===== src/rtl/chronologic.sv =====
// chronologic: registered checker for "c high at edge k implies a == b at edge k+1".
// Optional CHRONOLOGIC_FAIL_CAPTURE_EN adds first-failure capture of a, b and a cycle stamp.
module chronologic #(
    parameter int WIDTH = 1,
    parameter int CNT_W = 16
) (
    input  logic             clk,
    input  logic             rst,
    input  logic             en,
    input  logic             clr,
    input  logic [WIDTH-1:0] a,
    input  logic [WIDTH-1:0] b,
    input  logic             c,
    output logic             pending,
    output logic             pass_pulse,
    output logic             fail_pulse,
    output logic             err_sticky,
    output logic [CNT_W-1:0] pass_cnt,
    output logic [CNT_W-1:0] fail_cnt
`ifdef CHRONOLOGIC_FAIL_CAPTURE_EN
    ,
    output logic             cap_valid,
    output logic [WIDTH-1:0] cap_a,
    output logic [WIDTH-1:0] cap_b,
    output logic [31:0]      cap_cycle
`endif
);

    localparam logic [CNT_W-1:0] CNT_MAX = '1;

    logic             pending_q, pending_d;
    logic             pass_pulse_q, pass_pulse_d;
    logic             fail_pulse_q, fail_pulse_d;
    logic             err_sticky_q, err_sticky_d;
    logic [CNT_W-1:0] pass_cnt_q, pass_cnt_d;
    logic [CNT_W-1:0] fail_cnt_q, fail_cnt_d;
    logic             pass_now, fail_now;

`ifdef CHRONOLOGIC_FAIL_CAPTURE_EN
    logic             cap_valid_q, cap_valid_d;
    logic [WIDTH-1:0] cap_a_q, cap_a_d;
    logic [WIDTH-1:0] cap_b_q, cap_b_d;
    logic [31:0]      cap_cycle_q, cap_cycle_d;
    logic [31:0]      cycle_q, cycle_d;
`endif

    // NOTE: every variable gets a default first so no path through the block infers a latch.
    always_comb begin
        pass_now     = pending_q & (a == b);
        fail_now     = pending_q & (a != b);
        pending_d    = c & en;
        pass_pulse_d = pass_now;
        fail_pulse_d = fail_now;
        pass_cnt_d   = pass_cnt_q;
        fail_cnt_d   = fail_cnt_q;
        err_sticky_d = err_sticky_q | fail_now;

        // clr discards a result finishing on the same edge, but not the pulses.
        if (clr) begin
            pass_cnt_d   = '0;
            fail_cnt_d   = '0;
            err_sticky_d = 1'b0;
        end else begin
            if (pass_now && pass_cnt_q != CNT_MAX) pass_cnt_d = pass_cnt_q + 1'b1;
            if (fail_now && fail_cnt_q != CNT_MAX) fail_cnt_d = fail_cnt_q + 1'b1;
        end

`ifdef CHRONOLOGIC_FAIL_CAPTURE_EN
        cycle_d     = cycle_q + 32'd1;
        cap_valid_d = cap_valid_q;
        cap_a_d     = cap_a_q;
        cap_b_d     = cap_b_q;
        cap_cycle_d = cap_cycle_q;
        if (clr) begin
            cap_valid_d = 1'b0;
        end else if (fail_now && !cap_valid_q) begin
            cap_valid_d = 1'b1;
            cap_a_d     = a;
            cap_b_d     = b;
            cap_cycle_d = cycle_q;
        end
`endif
    end

    // NOTE: sequential state uses non-blocking assignments only, so all flops update together.
    always_ff @(posedge clk) begin
        if (rst) begin
            pending_q    <= 1'b0;
            pass_pulse_q <= 1'b0;
            fail_pulse_q <= 1'b0;
            err_sticky_q <= 1'b0;
            pass_cnt_q   <= '0;
            fail_cnt_q   <= '0;
`ifdef CHRONOLOGIC_FAIL_CAPTURE_EN
            cap_valid_q  <= 1'b0;
            cap_a_q      <= '0;
            cap_b_q      <= '0;
            cap_cycle_q  <= '0;
            cycle_q      <= '0;
`endif
        end else begin
            pending_q    <= pending_d;
            pass_pulse_q <= pass_pulse_d;
            fail_pulse_q <= fail_pulse_d;
            err_sticky_q <= err_sticky_d;
            pass_cnt_q   <= pass_cnt_d;
            fail_cnt_q   <= fail_cnt_d;
`ifdef CHRONOLOGIC_FAIL_CAPTURE_EN
            cap_valid_q  <= cap_valid_d;
            cap_a_q      <= cap_a_d;
            cap_b_q      <= cap_b_d;
            cap_cycle_q  <= cap_cycle_d;
            cycle_q      <= cycle_d;
`endif
        end
    end

    assign pending    = pending_q;
    assign pass_pulse = pass_pulse_q;
    assign fail_pulse = fail_pulse_q;
    assign err_sticky = err_sticky_q;
    assign pass_cnt   = pass_cnt_q;
    assign fail_cnt   = fail_cnt_q;
`ifdef CHRONOLOGIC_FAIL_CAPTURE_EN
    assign cap_valid  = cap_valid_q;
    assign cap_a      = cap_a_q;
    assign cap_b      = cap_b_q;
    assign cap_cycle  = cap_cycle_q;
`endif

endmodule


===== config.mk =====
export PLATFORM = sky130hd
export DESIGN_NAME = chronologic
export DESIGN_NICKNAME = d
export VERILOG_FILES = /design/src/rtl/chronologic.sv
export SDC_FILE = /design/constraint.sdc
export NUM_CORES = 1
export LEC_CHECK = 0
export ABC_AREA = 1
export BUFFER_PORTS_ARGS = -buffer_cell sky130_fd_sc_hd__buf_2
export CORE_ASPECT_RATIO = 0.75
export CORE_UTILIZATION = 45
export DETAILED_ROUTE_END_ITERATION = 7
export GPL_TIMING_DRIVEN = 0
export HOLD_SLACK_MARGIN = 0.03
export PLACE_DENSITY = 0.7
export SLEW_MARGIN = 20
export SYNTH_ARGS = -nofsm -noshare
export SYNTH_HDL_FRONTEND = slang
export SYNTH_SLANG_ARGS = --single-unit

===== constraint.sdc =====
create_clock -name clk -period 1.3 [get_ports clk]
set_input_delay 0.065 -clock clk [delete_from_list [all_inputs] [get_ports clk]]
set_output_delay 0.065 -clock clk [all_outputs]
set_load 0.02 [all_outputs]

==> results.md <==
* Status: finished with violations
* Failing checks: negative setup slack
* Slowest-stage cell, CP: dfxtp_4
* Crit path depth at 7
* Row count at 20
* Setup violations, final at 30
* Area growth from synthesis to layout at 42.18%
* Max Slew Vio Count at 0
* Seq/Total Area, Yosys at 35.62%
* Peak Freq at 0.6991 GHz
* Largest net degree at the start of global routing at 12
* Post-synth top area share at 35.62%
* H-tree depth at 2
* Die Wd at 79.43 µm
* FF+latch count, synth at 36
* Critical path peak fanout at 6
* Proportion of layout cells with a drive suffix above 1 at 44.56%
* Fin. Hold Viols at 0
* Crit start category: flop
* Post-DRT Antenna Nets at 0
* Routed wire length at 6053 µm
* Worst hold slack at 0.1406 ns
* Vias post-DR at 2298
* Crit end category: flop
* Die Area at 4771 µm²
* Post-route minimum period at 1.430 ns
* Clock buffer depth at 2
* DP Worst Slack at -0.1588 ns
* Reg2Reg Setup Slack at -0.13 ns
* First-pass GRT wire length at 9135 µm
* Maximum VDD drop at 518.3 µV
* Top cell by count, worst path: nand2_4
* Fin worst setup slack at -0.1304 ns
* DR WL/cell at 14.01 µm
* Fin Clk Skew at 0.008844 ns
* R2r worst-path depth at 7
* WS Path Type: reg2reg
* Critical path's top delay family: simple AND/OR/NAND/NOR gates
* Worst-margin pin slew at 0.6016 ns
* Yosys warnings at 0
* Inserted Clock Buffers at 5
* Number of global-route vias before repair at 1857
* Post-synthesis net count at 321
* Critical Path Start: fail_cnt[0]
* Static leakage at 0.001168 µW
* # IOs at 43
* WP data arrival at 1.65 ns
* Mapped Avg Cell Area at 6.485 µm²
* Post-Synthesis Cells at 312
* Iter 0 DRT Violations at 195
* Clk sink count at 36
* Height of the die at 60.07 µm
* Core Area at 4179 µm²
* RSZ-0062 raised after global routing: true
* Async S/R FF share, synth at 0%
* Final TNS setup at -1.997 ns
* Cells along the critical path: ha_4, nand2_4, nor2_4, nand2_4, o21ai_4, nand2_1, a21oi_2
* Final Util at 68.83%
* Starting Density at 48.41%
* IO buf count at 42
* Pre-antenna DRT Iters at 4
* Residual DRC at 0
* Max transition margin at 59.74%
* Ant. Diodes at 0
* RR Endpoint: fail_cnt[6]
* Crit Reg-Reg Startpoint: fail_cnt[0]
* Synth Flop Type: dfxtp_1
* Gpl congestion at 0.9202
* Max Cap Viol at 0
* Synth unique cells at 23
* Power Density at 764.6 nW/µm²
* Vias per cell at 5.319
* Post-DP HPWL at 4080 µm
* CP required at 1.52 ns
* Buf+Inv Stages, Crit Path at 0
* Reg clk slew, reported paths at 0.08 ns
* CTS tree: yes
* Clock Latency Late Sink at 0.30 ns
* Clock Root Buffer: clkbuf_8
* Congestion Overflow GR at 0
* Area contributors post-synth: dfxtp_1 36%, nand2_1 16%, nor2_1 12%
* CP endpoint: fail_cnt[6]
* Nets at 385
* GRT Total Usage at 25.94%
* Largest stage delay, worst path at 0.38 ns
* Mapped Area at 2023 µm²
* Largest area contributor in the netlist: dfxtp_1
* Initial antenna violation count at 0
* Hold WC Path Type: in2reg
* Number of flops mapped to enable cells by yosys at 0
* Period utilization at 110.0%
cells in the mapped netlist (all sizes together) (2+ instances only):
| cell | count |
|---|---|
| ha | 2 |
| a21oi | 25 |
| nor2 | 79 |
| o21ai | 6 |
| xor2 | 3 |
| nand3b | 3 |
| nand3 | 32 |
| buf | 5 |
| inv | 19 |
| nand2 | 91 |
| nand4 | 7 |
| dfxtp | 36 |
area by class of cell:
class	count	area (µm²)
multi-input cells	252	1479
fillers	368	1303
flip-flops and latches	36	772.0
repair buffers	57	339.1
inverters	19	71.32
clock buffers	5	68.82
well taps	55	68.82
plain buffers	5	40.04
clock inverters	3	37.54
power breakdown:
part           internal (µW)  switching [µW]
clock network            559             420
logic                   40.5            79.6
registers               1100            4.03
state kept, by name (all words and copies together), names as in the netlist:
name,cells
fail_pulse,1
pending,1
fail_cnt,16
pass_pulse,1
pass_cnt,16
err_sticky,1
metrics by stage:
step | instances | total power [µW] | instance area [µm²]
final | 432 | 2200 | 2877
after global routing | 432 | 2291 | 2877
after CTS | 428 | 2200 | 2718
after detailed placement | 409 | 1232 | 2439
after global placement | 409 | 1231 | 2439
after floorplan | 312 | 1194 | 2160
routing by layer:
metal / track usage [%] / routed length (µm) / vias to the layer above / part of all wire (%)
met5: 0 / 0 / - / 0
met3: 7.634 / 426 / 8 / 7.0
met4: 4.935 / 53 / 0 / 0.88
met1: 39.61 / 3091 / 1075 / 51
li1: - / - / 1136 / -
met2: 35.41 / 2481 / 79 / 41
placed cells by master, fill, tap and decap left out, drive strengths merged, types with 2 or more instances in the layout:
master / synthesis / routed
nand2: 91 / 91
nor2: 79 / 79
buf: 5 / 60
dfxtp: 36 / 36
nand3: 32 / 32
a21oi: 25 / 25
inv: 19 / 19
nand4: 7 / 7
o21ai: 6 / 6
clkbuf: 0 / 5
nand3b: 3 / 3
xor2: 3 / 3
ha: 2 / 2
clkinv: 0 / 2
dlygate4sd3: 0 / 2
worst reg2reg max path, delay by kind of cell, from the launching register on:
kind | cells | cell delay, ns
adder cells (fa/ha/maj) | 1 | 0.17
AND/OR/NAND/NOR | 4 | 0.45
flip-flops | 1 | 0.38
AO/OA/AOI/OAI | 2 | 0.37
repair_timing:
item,in CTS,in global routing
setup endpoints to repair,32,32
hold buffers,2,0
hold endpoints to repair,3,0
buffers inserted,9,3
cloned,0,1
gates resized for setup,23,35
pin swaps,17,15
worst min path at each step:
stage / cells past startpoint / slack [ns] / endpoint / startpoint
after floorplan: 1 / 0.14 / pending / rst
after global placement: 2 / 0.29 / pending / rst
after detailed placement: 2 / 0.29 / pending / rst
after CTS: 4 / 0.15 / pass_cnt[2] / clr
after global routing: 4 / 0.17 / pass_cnt[10] / clr
final: 4 / 0.14 / pass_cnt[2] / clr
cells by family after synthesis:
logic type	after synthesis	share of synthesized area, %
DFF	36	35.62
adders and majority gates	2	1.237
buffers and inverters	24	5.380
xor gates and xnor gates	3	1.299
AOI/OAI and AO/OA	34	9.091
and+or+nand+nor	213	47.37
Power figures use the tool's default switching activity.
